--- src/rtl/uart_pkg.sv ---
// Shared definitions for the UART receive path.
//   rx_state_e       receive FSM states
//   PAR_*            parity_signal encodings ([1] = enable, [0] = even)
//   FRAME_MIN/MAX    legal range of data bits per frame
//   frames_per_word  number of frames needed to carry one word
package uart_pkg;

  typedef enum logic [2:0] {
    StIdle,
    StWaitStart,
    StStart,
    StData,
    StParity,
    StStop1,
    StStop2,
    StDone
  } rx_state_e;

  localparam logic [1:0] PAR_NONE = 2'b00;
  localparam logic [1:0] PAR_ODD  = 2'b10;
  localparam logic [1:0] PAR_EVEN = 2'b11;

  localparam int unsigned FRAME_MIN = 5;
  localparam int unsigned FRAME_MAX = 8;

  function automatic int unsigned frames_per_word(input int unsigned data_width,
                                                  input int unsigned frame_len);
    return (data_width + frame_len - 1) / frame_len;
  endfunction

endpackage

--- src/rtl/uart_receiver_if.sv ---
// Signal bundle between the UART receiver and its user.
//   Rx, RX_detect, frame_length, parity_signal, stop_bits : line and configuration
//   read_data, RX_done, RX_ERROR, parity_error, frame_error, rx_busy : results and status
// master: the side driving the line/configuration; slave: the receiver.
interface uart_receiver_if #(
  parameter int unsigned DATA_WIDTH = 32
);
  logic                  Rx;
  logic                  RX_detect;
  logic [3:0]            frame_length;
  logic [1:0]            parity_signal;
  logic                  stop_bits;
  logic [DATA_WIDTH-1:0] read_data;
  logic                  RX_done;
  logic                  RX_ERROR;
  logic                  parity_error;
  logic                  frame_error;
  logic                  rx_busy;

  modport master (
    output Rx, RX_detect, frame_length, parity_signal, stop_bits,
    input  read_data, RX_done, RX_ERROR, parity_error, frame_error, rx_busy
  );

  modport slave (
    input  Rx, RX_detect, frame_length, parity_signal, stop_bits,
    output read_data, RX_done, RX_ERROR, parity_error, frame_error, rx_busy
  );
endinterface

--- src/rtl/uart_rx_sync.sv ---
// Two-flop synchronizer for the asynchronous serial line plus falling-edge detect.
//   rx_tick  clock (16x bit-rate tick)
//   PRESETn  asynchronous active-low reset; line state resets to idle-high
//   Rx       raw serial line
//   rx_s     synchronized line
//   rx_fall  high for one tick when rx_s goes 1 -> 0
module uart_rx_sync (
  input  logic rx_tick,
  input  logic PRESETn,
  input  logic Rx,
  output logic rx_s,
  output logic rx_fall
);
  logic meta_q, sync_q, prev_q;

  always_ff @(posedge rx_tick or negedge PRESETn) begin
    if (!PRESETn) begin
      meta_q <= 1'b1;
      sync_q <= 1'b1;
      prev_q <= 1'b1;
    end else begin
      meta_q <= Rx;
      sync_q <= meta_q;
      prev_q <= sync_q;
    end
  end

  assign rx_s    = sync_q;
  // Requires the line to be seen high before a new start is recognised.
  assign rx_fall = prev_q & ~sync_q;
endmodule

--- src/rtl/uart_receiver.sv ---
// UART receive half: reassembles one DATA_WIDTH-bit word, LSB first, from consecutive frames
// (start, frame_length data bits, optional parity, 1 or 2 stop bits) sampled on a tick running
// at OVERSAMPLE x bit rate.
//   rx_tick  sole clock
//   PRESETn  asynchronous active-low reset
//   rx_bus   slave side of uart_receiver_if (line, configuration, word and status outputs)
module uart_receiver
  import uart_pkg::*;
#(
  parameter int unsigned DATA_WIDTH = 32,
  parameter int unsigned OVERSAMPLE = 16
) (
  input  logic             rx_tick,
  input  logic             PRESETn,
  uart_receiver_if.slave   rx_bus
);
  localparam int unsigned CntW = $clog2(OVERSAMPLE);
  localparam int unsigned IdxW = $clog2(DATA_WIDTH + FRAME_MAX);
  localparam int unsigned BitW = $clog2(DATA_WIDTH);

  logic rx_s, rx_fall;

  uart_rx_sync u_sync (
    .rx_tick (rx_tick),
    .PRESETn (PRESETn),
    .Rx      (rx_bus.Rx),
    .rx_s    (rx_s),
    .rx_fall (rx_fall)
  );

  rx_state_e             state_q, state_d;
  logic [CntW-1:0]       cnt_q, cnt_d;
  logic [IdxW-1:0]       bit_idx_q, bit_idx_d;
  logic [3:0]            frame_bits_q, frame_bits_d;
  logic                  par_acc_q, par_acc_d;
  logic [DATA_WIDTH-1:0] word_q, word_d;
  logic [3:0]            cfg_len_q, cfg_len_d;
  logic [1:0]            cfg_par_q, cfg_par_d;
  logic                  cfg_stop2_q, cfg_stop2_d;
  logic                  perr_q, perr_d;
  logic                  ferr_q, ferr_d;
  logic                  cfg_err_q, cfg_err_d;
  logic [DATA_WIDTH-1:0] read_data_q, read_data_d;
  logic                  parity_error_q, parity_error_d;
  logic                  frame_error_q, frame_error_d;

  logic start_mid, bit_tick, in_word, word_full, cfg_legal, exp_par;

  assign start_mid = (cnt_q == CntW'(OVERSAMPLE / 2 - 1));
  assign bit_tick  = (cnt_q == CntW'(OVERSAMPLE - 1));
  // A non-zero bit index means a word is partially received and its config is frozen.
  assign in_word   = (bit_idx_q != '0);
  assign word_full = (bit_idx_q >= IdxW'(DATA_WIDTH));
  assign cfg_legal = (rx_bus.frame_length >= 4'(FRAME_MIN)) &&
                     (rx_bus.frame_length <= 4'(FRAME_MAX));
  assign exp_par   = (cfg_par_q == PAR_EVEN) ? par_acc_q : ~par_acc_q;

  // State register
  always_ff @(posedge rx_tick or negedge PRESETn) begin
    if (!PRESETn) state_q <= StIdle;
    else          state_q <= state_d;
  end

  // Next-state logic
  always_comb begin
    state_d = state_q;
    unique case (state_q)
      StIdle:      state_d = StWaitStart;
      StWaitStart: if (rx_fall) state_d = (in_word || cfg_legal) ? StStart : StIdle;
      StStart:     if (start_mid) state_d = rx_s ? StWaitStart : StData;
      StData: begin
        if (bit_tick && (frame_bits_q == cfg_len_q - 4'd1)) begin
          state_d = cfg_par_q[1] ? StParity : StStop1;
        end
      end
      StParity:    if (bit_tick) state_d = StStop1;
      StStop1: begin
        if (bit_tick) begin
          if (cfg_stop2_q) state_d = StStop2;
          else             state_d = word_full ? StDone : StWaitStart;
        end
      end
      StStop2:     if (bit_tick) state_d = word_full ? StDone : StWaitStart;
      StDone:      state_d = StWaitStart;
      default:     state_d = StIdle;
    endcase
    if (!rx_bus.RX_detect) state_d = StIdle;
  end

  // Datapath next-state
  always_comb begin
    cnt_d          = cnt_q;
    bit_idx_d      = bit_idx_q;
    frame_bits_d   = frame_bits_q;
    par_acc_d      = par_acc_q;
    word_d         = word_q;
    cfg_len_d      = cfg_len_q;
    cfg_par_d      = cfg_par_q;
    cfg_stop2_d    = cfg_stop2_q;
    perr_d         = perr_q;
    ferr_d         = ferr_q;
    cfg_err_d      = 1'b0;
    read_data_d    = read_data_q;
    parity_error_d = parity_error_q;
    frame_error_d  = frame_error_q;

    unique case (state_q)
      StIdle: begin
        cnt_d     = '0;
        bit_idx_d = '0;
        word_d    = '0;
        perr_d    = 1'b0;
        ferr_d    = 1'b0;
      end
      StWaitStart: begin
        cnt_d = '0;
        if (rx_fall) begin
          frame_bits_d = '0;
          par_acc_d    = 1'b0;
          if (!in_word) begin
            if (cfg_legal) begin
              cfg_len_d   = rx_bus.frame_length;
              cfg_par_d   = rx_bus.parity_signal;
              cfg_stop2_d = rx_bus.stop_bits;
              perr_d      = 1'b0;
              ferr_d      = 1'b0;
            end else begin
              cfg_err_d = 1'b1;
            end
          end
        end
      end
      StStart: cnt_d = start_mid ? '0 : cnt_q + CntW'(1);
      StData: begin
        cnt_d = bit_tick ? '0 : cnt_q + CntW'(1);
        if (bit_tick) begin
          // Bits past the word width are the zero pad of the last frame.
          if (bit_idx_q < IdxW'(DATA_WIDTH)) word_d[bit_idx_q[BitW-1:0]] = rx_s;
          bit_idx_d    = bit_idx_q + IdxW'(1);
          frame_bits_d = frame_bits_q + 4'd1;
          par_acc_d    = par_acc_q ^ rx_s;
        end
      end
      StParity: begin
        cnt_d = bit_tick ? '0 : cnt_q + CntW'(1);
        if (bit_tick && (rx_s != exp_par)) perr_d = 1'b1;
      end
      StStop1, StStop2: begin
        cnt_d = bit_tick ? '0 : cnt_q + CntW'(1);
        if (bit_tick && !rx_s) ferr_d = 1'b1;
      end
      StDone: begin
        word_d    = '0;
        bit_idx_d = '0;
      end
      default: cnt_d = '0;
    endcase

    if (!rx_bus.RX_detect) begin
      word_d    = '0;
      bit_idx_d = '0;
      perr_d    = 1'b0;
      ferr_d    = 1'b0;
    end

    // Publish the word and flags so they are valid during the DONE tick.
    if (state_d == StDone) begin
      read_data_d    = word_q;
      parity_error_d = perr_d;
      frame_error_d  = ferr_d;
    end
  end

  always_ff @(posedge rx_tick or negedge PRESETn) begin
    if (!PRESETn) begin
      cnt_q          <= '0;
      bit_idx_q      <= '0;
      frame_bits_q   <= '0;
      par_acc_q      <= 1'b0;
      word_q         <= '0;
      cfg_len_q      <= 4'd8;
      cfg_par_q      <= PAR_NONE;
      cfg_stop2_q    <= 1'b0;
      perr_q         <= 1'b0;
      ferr_q         <= 1'b0;
      cfg_err_q      <= 1'b0;
      read_data_q    <= '0;
      parity_error_q <= 1'b0;
      frame_error_q  <= 1'b0;
    end else begin
      cnt_q          <= cnt_d;
      bit_idx_q      <= bit_idx_d;
      frame_bits_q   <= frame_bits_d;
      par_acc_q      <= par_acc_d;
      word_q         <= word_d;
      cfg_len_q      <= cfg_len_d;
      cfg_par_q      <= cfg_par_d;
      cfg_stop2_q    <= cfg_stop2_d;
      perr_q         <= perr_d;
      ferr_q         <= ferr_d;
      cfg_err_q      <= cfg_err_d;
      read_data_q    <= read_data_d;
      parity_error_q <= parity_error_d;
      frame_error_q  <= frame_error_d;
    end
  end

  // Outputs
  always_comb begin
    rx_bus.read_data    = read_data_q;
    rx_bus.parity_error = parity_error_q;
    rx_bus.frame_error  = frame_error_q;
    rx_bus.RX_done      = (state_q == StDone);
    rx_bus.RX_ERROR     = ((state_q == StDone) && (parity_error_q || frame_error_q)) ||
                          cfg_err_q;
    rx_bus.rx_busy      = (state_q inside {StStart, StData, StParity, StStop1, StStop2}) ||
                          ((state_q == StWaitStart) && in_word);
  end

endmodule

--- src/flat_wrapper.sv ---
// flat-port wrapper written by rule: the top's interface ports become plain ports
module uart_receiver_flat import uart_pkg::*;
#(
  parameter int unsigned DATA_WIDTH = 32,
  parameter int unsigned OVERSAMPLE = 16
)
  (rx_tick, PRESETn, rx_bus_Rx, rx_bus_RX_detect, rx_bus_frame_length, rx_bus_parity_signal, rx_bus_stop_bits, rx_bus_read_data, rx_bus_RX_done, rx_bus_RX_ERROR, rx_bus_parity_error, rx_bus_frame_error, rx_bus_rx_busy);
  uart_receiver_if #(.DATA_WIDTH(DATA_WIDTH)) rx_bus_i ();
  input  logic rx_tick;
  input  logic PRESETn;
  input wire logic [$bits(rx_bus_i.Rx)-1:0] rx_bus_Rx;
  input wire logic [$bits(rx_bus_i.RX_detect)-1:0] rx_bus_RX_detect;
  input wire logic [$bits(rx_bus_i.frame_length)-1:0] rx_bus_frame_length;
  input wire logic [$bits(rx_bus_i.parity_signal)-1:0] rx_bus_parity_signal;
  input wire logic [$bits(rx_bus_i.stop_bits)-1:0] rx_bus_stop_bits;
  output wire logic [$bits(rx_bus_i.read_data)-1:0] rx_bus_read_data;
  output wire logic [$bits(rx_bus_i.RX_done)-1:0] rx_bus_RX_done;
  output wire logic [$bits(rx_bus_i.RX_ERROR)-1:0] rx_bus_RX_ERROR;
  output wire logic [$bits(rx_bus_i.parity_error)-1:0] rx_bus_parity_error;
  output wire logic [$bits(rx_bus_i.frame_error)-1:0] rx_bus_frame_error;
  output wire logic [$bits(rx_bus_i.rx_busy)-1:0] rx_bus_rx_busy;
  assign rx_bus_i.Rx = rx_bus_Rx;
  assign rx_bus_i.RX_detect = rx_bus_RX_detect;
  assign rx_bus_i.frame_length = rx_bus_frame_length;
  assign rx_bus_i.parity_signal = rx_bus_parity_signal;
  assign rx_bus_i.stop_bits = rx_bus_stop_bits;
  assign rx_bus_read_data = rx_bus_i.read_data;
  assign rx_bus_RX_done = rx_bus_i.RX_done;
  assign rx_bus_RX_ERROR = rx_bus_i.RX_ERROR;
  assign rx_bus_parity_error = rx_bus_i.parity_error;
  assign rx_bus_frame_error = rx_bus_i.frame_error;
  assign rx_bus_rx_busy = rx_bus_i.rx_busy;
  uart_receiver #(.DATA_WIDTH(DATA_WIDTH), .OVERSAMPLE(OVERSAMPLE)) u_core (.rx_tick(rx_tick), .PRESETn(PRESETn), .rx_bus(rx_bus_i));
endmodule
--- config.mk ---
export PLATFORM = sky130hd
export DESIGN_NAME = uart_receiver_flat
export DESIGN_NICKNAME = d
export VERILOG_FILES = /design/src/rtl/uart_pkg.sv /design/src/rtl/uart_receiver_if.sv /design/src/rtl/uart_rx_sync.sv /design/src/rtl/uart_receiver.sv /design/src/flat_wrapper.sv
export SDC_FILE = /design/constraint.sdc
export NUM_CORES = 1
export LEC_CHECK = 0
export CAP_MARGIN = 20
export CORE_UTILIZATION = 51
export DETAILED_ROUTE_END_ITERATION = 8
export GPL_TIMING_DRIVEN = 0
export MAX_ROUTING_LAYER = met4
export PLACE_DENSITY = 0.81
export SETUP_SLACK_MARGIN = 0.02
export SYNTH_ARGS = -nofsm -noshare
export SYNTH_HDL_FRONTEND = slang
export SYNTH_HIERARCHICAL = 1
export SYNTH_SLANG_ARGS = --single-unit
--- constraint.sdc ---
create_clock -name rx_tick -period 2.7 [get_ports rx_tick]
set_input_delay 0.405 -clock rx_tick [delete_from_list [all_inputs] [get_ports rx_tick]]
set_output_delay 0.405 -clock rx_tick [all_outputs]
set_load 0.01 [all_outputs]
==> flow_summary.toml, run 1 <==
[status]
status = "complete, no violations"

[place]
dp_hpwl_um = 7340
io_buffers = 47
routabilityCongestion = 0.855
dp_cells = 592
dpl-instance-area_mm2 = 0.00540
place_ws_ns = -0.288

[cells_and_area]
fin_util = 0.653
regArea_mm2 = 0.00243
instances_no_fill = 619
layout_commonest_cell = "dfrtp_1"
fin_area_mm2 = 0.00581
fill_cells = 696
multi_input_area_mm2 = 0.00220
layout.nets = 527
antenna_cells = 0
drive_gt1_frac = 0.223
syn_to_final_growth_pct = 21.8
final_cell_mix = "dfrtp_1, o21ai_0, clkdlybuf4s50_1, a21oi_1, mux2_4"

[timing]
hold_violations = 0
rsz0062_at_grt = "yes"
slew_headroom = 0.538
finalSetupViolCount = 0
fin_skew_ns = 0.0150
maxSlewViolCount = 0
max_slew.worst_pin.slew_ns = 0.692
finalCritPeriodShare = 0.974
fin_ws_ns = 0.0710
fin_crit_ns = 2.63
max_freq_mhz = 380

[synth]
post-synth-top-area-cell = "dfrtp_1"
synth-edff-count = 0
synth_area_mm2 = 0.00477
synth_seq_cells = 97
netlist_top_cells_area = "dfrtp_1, mux2_4, o21ai_0, a21oi_1, mux2_2"
netlist_instances = 436
ys.flop_type = "dfrtp_1"
synth_top_area_share = 0.488
syn-num-nets = 457
synthArstFlopShare = 1.00
synth_area_per_cell_um2 = 10.9
yosys_warnings = 6
synth.distinct_cells = 53
synth.yosys.seq_area_share = 0.510

[global_routing]
track_usage = 0.238
overflow = 0
grt_max_degree = 56
antenna_found_initial = 0
grt_pass1_wl_um = 17500
first_global_vias = 3446

[clock_tree]
root_buffer = "clkbuf_8"
clk_latency_ns = 0.37
cts_num_sinks = 97
clkTransAtPathRegs_ns = 0.10
htree_levels = 3
cts-buffers-inserted = 9
hold_buffers = 0
cts.path.max_buffers = 2
cts_tree = "yes"

[pwr]
p_leak_nw = 2.58
switchingPower_w = 0.00148
switching_share = 0.365
power_density_mw_per_mm2 = 700
p_int_w = 0.00258
p_seq_frac = 0.413
clkPwrFrac = 0.227
comb_power_share = 0.361
vdd_drop_max_uv = 375

[detailed_routing]
drc = 0
drtPass1Iterations = 5
vias_per_cell = 5.91
postRouteAntennaNets = 0
totalWireLength_um = 10800
vias = 3657
drt-initial-drc-count = 318
wl_per_cell_um = 17.4

[floorplan]
core_mm2 = 0.00889
rows = 34
initial_core_util = 0.536
fp.dieW_um = 98.7
die_height_um = 98.7
dieArea_mm2 = 0.00974
num_io_pins = 48

[critical_path]
cp-start-kind = "register"
cp_slowest_stage_delay_ns = 0.41
path_class = "reg -> reg"
critPathSlowestCell = "dfrtp_1"
path_cells = "buf_6, buf_4, nand2b_1, o32a_1, o211ai_1, o221a_2, and4bb_1, buf_6, buf_4, mux2_2"
critPathCaptureType = "register"
worstPathMaxFanout = 7
required_ns = 2.94
r2r_cells = 10
arrival_ns = 2.87

[job]
drv_cap = 0

[min_path]
hp-class = "in -> async"
==> routing by layer <==
layer  wire length (µm)  share of wire  global-route usage  vias up
li1                   -              -                   -     1700
met1               4950           0.46               0.332     1781
met2               5000           0.46               0.361      154
met3                626          0.058              0.0340       22
met4                195          0.018              0.0781        0
met5                  0              0                   -        -
==> final timing paths <==
check	start	endpoint	slack, ns
max	u_core/state_q[1]	u_core/rx_bus.read_data[0]	0.07
min	PRESETn	u_core/cfg_par_q[1]	0.01
max reg2reg	u_core/state_q[1]	u_core/rx_bus.read_data[0]	0.07
min reg2reg	u_core/u_sync/meta_q	u_core/u_sync/rx_s	0.36
max in group asynchronous	PRESETn	u_core/u_sync/prev_q	1.99
min in group rx_tick	u_core/u_sync/meta_q	u_core/u_sync/rx_s	0.36
==> cell families after synthesis <==
kind of cell             after synthesis  synth area share
AO/OA/AOI/OAI                        139             0.163
flip-flops                            97             0.510
AND/OR/NAND/NOR                       98             0.107
buffers and inverters                 38            0.0464
adder cells (fa/ha/maj)               10            0.0262
multiplexers                          42             0.123
XOR/XNOR                              12            0.0249
==> Yosys cell counts, types with 8 or more instances <==
cell / number
dfrtp_1: 93
o21ai_0: 75
a21oi_1: 37
mux2_4: 30
nor2_1: 29
nand2_1: 18
clkbuf_1: 16
inv_1: 12
mux2_2: 12
nand3_1: 12
ha_1: 10
nor3_1: 8
==> worst max-delay path, delay by kind of cell, from the launching register on <==
| kind | cells | cell delay (ns) |
|---|---|---|
| DFF | 1 | 0.41 |
| AOI/OAI and AO/OA | 3 | 0.78 |
| buffers and inverters | 4 | 0.60 |
| and+or+nand+nor | 2 | 0.40 |
| muxes | 1 | 0.33 |
==> what timing repair did <==
item | CTS | global route
cloned | 0 | 1
hold endpoints to repair | 0 | 0
endpoints found under the setup margin | 39 | 69
buffers inserted | 2 | 9
pin swaps | 0 | 6
resized for setup | 11 | 25
==> area by class of cell <==
cell class / count / area share
flip-flops and latches: 97 / 0.419
multi-input cells: 301 / 0.378
repair buffers: 60 / 0.104
plain buffers: 25 / 0.0338
clock buffers: 10 / 0.0237
well taps: 108 / 0.0233
clock inverters: 6 / 0.00926
inverters: 12 / 0.00862
==> per-stage QoR <==
step / power, W / hold slack (ns) / TNS (ns)
6_report: 0.00407 / 0.0140 / 0
5_1_grt: 0.00430 / 0.0567 / 0
4_1_cts: 0.00392 / 0.0362 / 0
3_5_place_dp: 0.00293 / 0.347 / -8.94
3_3_place_gp: 0.00289 / 0.346 / -211.61
2_1_floorplan: 0.00255 / 0.109 / 0
==> sequential cells by signal (all words and copies together) (netlist names) <==
name and flops:
u_core/u_sync/rx_s 1, u_core/u_sync/prev_q 1, u_core/u_sync/meta_q 1, u_core/bit_idx_q 6, u_core/par_acc_q 1, u_core/cnt_q 4
u_core/rx_bus.parity_error 1, u_core/word_q 32, u_core/cfg_err_q 1, u_core/cfg_par_q 2, u_core/ferr_q 1, u_core/rx_bus.read_data 32
u_core/cfg_len_q 4, u_core/rx_bus.frame_error 1, u_core/frame_bits_q 4, u_core/cfg_stop2_q 1, u_core/state_q 3, u_core/perr_q 1
==> power groups by stage <==
stage          Combinational (W)  Clock [W]  Sequential [W]
6_report                 0.00147   0.000922         0.00168
5_1_grt                  0.00160    0.00100         0.00169
3_5_place_dp             0.00123          0         0.00170
4_1_cts                  0.00130   0.000944         0.00168
2_1_floorplan           0.000877          0         0.00168
3_3_place_gp             0.00119          0         0.00170
Power figures use the tool's default switching activity.
==> run 2, diff against run 1 <==
HOLD_SLACK_MARGIN = 0.06   (was unset)
==> flow_summary.toml, run 2 (synthesis results as in run 1) <==
[status]
status = "complete, no violations"

[clock_tree]
cts.path.max_buffers = 2
clk_latency_ns = 0.37
cts-buffers-inserted = 9
cts_num_sinks = 97
clkTransAtPathRegs_ns = 0.10
root_buffer = "clkbuf_8"
cts_tree = "yes"
htree_levels = 3

[global_routing]
antenna_found_initial = 0
grt_pass1_wl_um = 17500
first_global_vias = 3442
track_usage = 0.238
grt_max_degree = 56
overflow = 0

[critical_path]
cp_num_buf_inv = 4
path_class = "reg -> reg"
required_ns = 2.94
critPathCaptureType = "register"
path_cells = "buf_6, buf_4, nand2b_1, o32a_1, o211ai_1, o221a_2, and4bb_1, buf_6, buf_4, mux2_2"
cp-start-kind = "register"
ff2ff_setup_slack_ns = 0.05
critPathSlowestCell = "dfrtp_1"
cp_slowest_stage_delay_ns = 0.41
critPathTopFamily = "compound AO/OA/AOI/OAI gates"
arrival_ns = 2.89
worstPathMaxFanout = 7

[cells_and_area]
fin_area_mm2 = 0.00582
syn_to_final_growth_pct = 22.0
drive_gt1_frac = 0.223
layout.nets = 528
instances_no_fill = 620
antenna_cells = 0
final_cell_mix = "dfrtp_1, o21ai_0, clkdlybuf4s50_1, a21oi_1, mux2_4"
layout_commonest_cell = "dfrtp_1"

[pwr]
vdd_drop_max_uv = 376
p_int_w = 0.00258
power_density_mw_per_mm2 = 699
comb_power_share = 0.360
clkPwrFrac = 0.227
p_seq_frac = 0.413
switchingPower_w = 0.00148
switching_share = 0.364
p_leak_nw = 2.59
total_power_w = 0.00406

[detailed_routing]
totalWireLength_um = 10800
vias = 3643
vias_per_cell = 5.88
drc = 0
drtPass1Iterations = 5
postRouteAntennaNets = 0
drt-initial-drc-count = 289
wl_per_cell_um = 17.4

[min_path]
hp-class = "reg -> reg"

[job]
drv_cap = 0

[timing]
max_slew.worst_pin.slew_ns = 0.671
fin_crit_ns = 2.65
maxSlewViolCount = 0
finalCritPeriodShare = 0.980
setup_tns_ns = 0
max_freq_mhz = 378
slew_headroom = 0.553
fin_skew_ns = 0.0157
rsz0062_at_grt = "yes"
fin_ws_ns = 0.0542
hold_violations = 0
finalSetupViolCount = 0

[place]
routabilityCongestion = 0.855
io_buffers = 47
dp_cells = 592
dpl-instance-area_mm2 = 0.00540
place_ws_ns = -0.288
dp_hpwl_um = 7340

[floorplan]
core_mm2 = 0.00889
fp.dieW_um = 98.7
num_io_pins = 48
rows = 34
die_height_um = 98.7
dieArea_mm2 = 0.00974
initial_core_util = 0.536
[run 2: worst paths after layout]
check,startpoint,endpoint,cells after the start
worst max-delay path,u_core/state_q[1],u_core/rx_bus.read_data[0],10
max in group asynchronous,PRESETn,u_core/u_sync/prev_q,3
worst min-delay path,u_core/u_sync/meta_q,u_core/u_sync/rx_s,0
worst min register to register,u_core/u_sync/meta_q,u_core/u_sync/rx_s,0
min in group asynchronous,PRESETn,u_core/cfg_par_q[1],2
worst max register to register,u_core/state_q[1],u_core/rx_bus.read_data[0],10
[run 2: per-stage QoR]
step,util,hold slack (ns)
floorplan,-,0.109
global placement,0.605,0.346
detailed placement,0.607,0.347
CTS,0.635,0.361
global route,0.655,0.362
finish,0.655,0.360
[run 2: final cells by class]
cell class,count,area (µm²)
flip-flops and latches,97,2430
inverters,12,50.0
plain buffers,25,196
repair buffers,61,613
multi-input cells,301,2200
clock inverters,6,53.8
well taps,108,135
clock buffers,10,138
fillers,695,3070
[run 2: repair_timing]
action	4_1_cts	5_1_grt
buffers inserted	2	9
setup endpoints to repair	39	69
hold buffers	1	0
resized for setup	11	25
hold endpoints to repair	21	0
cloned	0	1
pin swaps	0	6
[run 2: per-layer routing]
layer | track usage | part of all wire | vias to the layer above
met5 | - | 0 | -
met4 | 0.0781 | 0.018 | 0
met2 | 0.361 | 0.47 | 133
li1 | - | - | 1703
met3 | 0.0340 | 0.055 | 21
met1 | 0.331 | 0.46 | 1786
[run 2: worst reg2reg max path: cells and delay by family (launching register included)]
| family | cells | cell delay (ns) |
|---|---|---|
| multiplexers | 1 | 0.33 |
| AND/OR/NAND/NOR | 2 | 0.40 |
| AO/OA/AOI/OAI | 3 | 0.79 |
| flip-flops | 1 | 0.41 |
| buffers and inverters | 4 | 0.61 |
[run 2: power groups by stage]
stage / Combinational [W] / Sequential, W / Clock, W
finish: 0.00147 / 0.00168 / 0.000923
global route: 0.00160 / 0.00169 / 0.00100
CTS: 0.00130 / 0.00168 / 0.000944
detailed placement: 0.00123 / 0.00170 / 0
global placement: 0.00119 / 0.00170 / 0
floorplan: 0.000877 / 0.00168 / 0
==> run 3, diff against run 2 <==
CORE_UTILIZATION = 53   (was 51)
CTS_BUF_LIST = sky130_fd_sc_hd__clkbuf_4   (was unset)
GPL_ROUTABILITY_DRIVEN = 0   (was unset)
PLACE_DENSITY = 0.83   (was 0.81)
==> flow_summary.toml, run 3 (synthesis results as in run 1) <==
[critical_path]
critPathCaptureType = "register"
arrival_ns = 3.14
reg2reg_from = "u_core/state_q[2]"
worstPathMaxFanout = 6
r2r_cells = 11
required_ns = 3.09
path_class = "reg -> reg"
ff2ff_setup_slack_ns = -0.06
cp-start-kind = "register"
r2r-end = "u_core/rx_bus.read_data[12]"

[floorplan]
initial_core_util = 0.547
die_height_um = 96.9
fp.dieW_um = 96.9
dieArea_mm2 = 0.00938
num_io_pins = 48
rows = 34
core_mm2 = 0.00872

[cells_and_area]
antenna_cells = 0
layout.nets = 541
drive_gt1_frac = 0.244
final_cell_mix = "dfrtp_1, o21ai_0, clkdlybuf4s50_1, a21oi_1, mux2_4"
syn_to_final_growth_pct = 25.0
layout_commonest_cell = "dfrtp_1"
fin_area_mm2 = 0.00596
fin_util = 0.684

[pwr]
p_int_w = 0.00253
clkPwrFrac = 0.181
power_density_mw_per_mm2 = 683
vdd_drop_max_uv = 378
comb_power_share = 0.409
switchingPower_w = 0.00154
p_leak_nw = 2.67
total_power_w = 0.00407
switching_share = 0.378
p_seq_frac = 0.411

[global_routing]
track_usage = 0.244
first_global_vias = 3595
grt_pass1_wl_um = 17800
antenna_found_initial = 0
overflow = 0
grt_max_degree = 74

[clock_tree]
htree_levels = 3
cts.path.max_buffers = 2
clkTransAtPathRegs_ns = 0.17
cts_num_sinks = 97
root_buffer = "clkbuf_4"
cts-buffers-inserted = 9
cts_tree = "yes"
clk_latency_ns = 0.48

[timing]
hold_violations = 0
fin_crit_ns = 2.76
max_freq_mhz = 363
rsz0062_at_grt = "yes"
fin_ws_ns = -0.0554
maxSlewViolCount = 0
finalSetupViolCount = 17
finalCritPeriodShare = 1.02
max_slew.worst_pin.slew_ns = 0.726
hold_ws_ns = 0.322
slew_headroom = 0.516
fin_skew_ns = 0.0279
setup_tns_ns = -0.558

[detailed_routing]
vias_per_cell = 5.98
drt-initial-drc-count = 422
postRouteAntennaNets = 0
vias = 3786
wl_per_cell_um = 17.8
totalWireLength_um = 11300
drtPass1Iterations = 5
drc = 0

[min_path]
hold_start = "rx_bus_Rx"
hp-class = "in -> reg"
hold_depth = 1
min_to = "u_core/u_sync/meta_q"

[place]
io_buffers = 47
dpl-instance-area_mm2 = 0.00540
dp_hpwl_um = 7170

[status]
status = "finished, violations left"
violations = "setup timing"

[job]
drv_cap = 0
run 3: changes by cell type in the layout (fill, tap and decap cells not counted), moves of 3 or more:
cell      previous run  this run
buf_4               13        22
buf_12               3         6
clkbuf_8            10         0
clkbuf_4             1        10
run 3: repair_timing:
item                                   in CTS  in global routing
setup endpoints to repair                  45                 61
setup buffers                              11                 11
hold buffers                                1                  0
endpoints found under the hold margin      24                  0
cloned                                      1                  2
resized for setup                          20                 26
pin swaps                                   3                 11
run 3: how the worst max path moves through the flow:
stage	from	end
floorplan	u_core/state_q[1]	u_core/rx_bus.frame_error
finish	u_core/state_q[2]	u_core/rx_bus.read_data[12]
global placement	PRESETn	u_core/cfg_par_q[0]
CTS	u_core/state_q[2]	rx_bus_rx_busy
detailed placement	u_core/state_q[1]	u_core/rx_bus.read_data[14]
global route	u_core/cfg_len_q[0]	u_core/rx_bus.read_data[12]
run 3: metrics by stage:
step | cells | worst slack, ns
3_3_place_gp | 591 | -2.11
5_1_grt | 633 | -0.138
6_report | 633 | -0.0554
2_1_floorplan | 436 | 0.186
3_5_place_dp | 592 | -0.302
4_1_cts | 620 | 0.0207
run 3: critical path: stages, from the launching register on:
cell       delay (ns)
dfrtp_2          0.48
inv_2            0.13
ha_2             0.26
o22a_1           0.17
a21oi_2          0.06
a2111o_1         0.38
o221a_1          0.23
and4bb_1         0.23
buf_6            0.15
buf_12           0.14
clkbuf_16        0.15
mux2_4           0.29
run 3: layer usage:
layer	GRT usage	routed length [µm]	up-vias
met2	0.360	5210	203
li1	-	-	1731
met1	0.331	4930	1814
met5	-	0	-
met3	0.0484	825	38
met4	0.104	284	0
run 3: final cells by class:
class	count	area [µm²]
Fill cell	619	2760
Sequential cell	97	2430
Multi-Input combinational cell	301	2230
Timing Repair Buffer	74	781
Buffer	25	201
Tap cell	108	135
Clock buffer	9	67.6
Clock inverter	7	57.6
Inverter	12	57.6
run 3: power groups by stage:
stage / Sequential [W] / Clock, W / Combinational [W]
after detailed placement: 0.00171 / 0 / 0.00122
final: 0.00167 / 0.000735 / 0.00166
after floorplan: 0.00168 / 0 / 0.000877
after CTS: 0.00167 / 0.000748 / 0.00141
after global routing: 0.00169 / 0.000810 / 0.00178
after global placement: 0.00169 / 0 / 0.00116
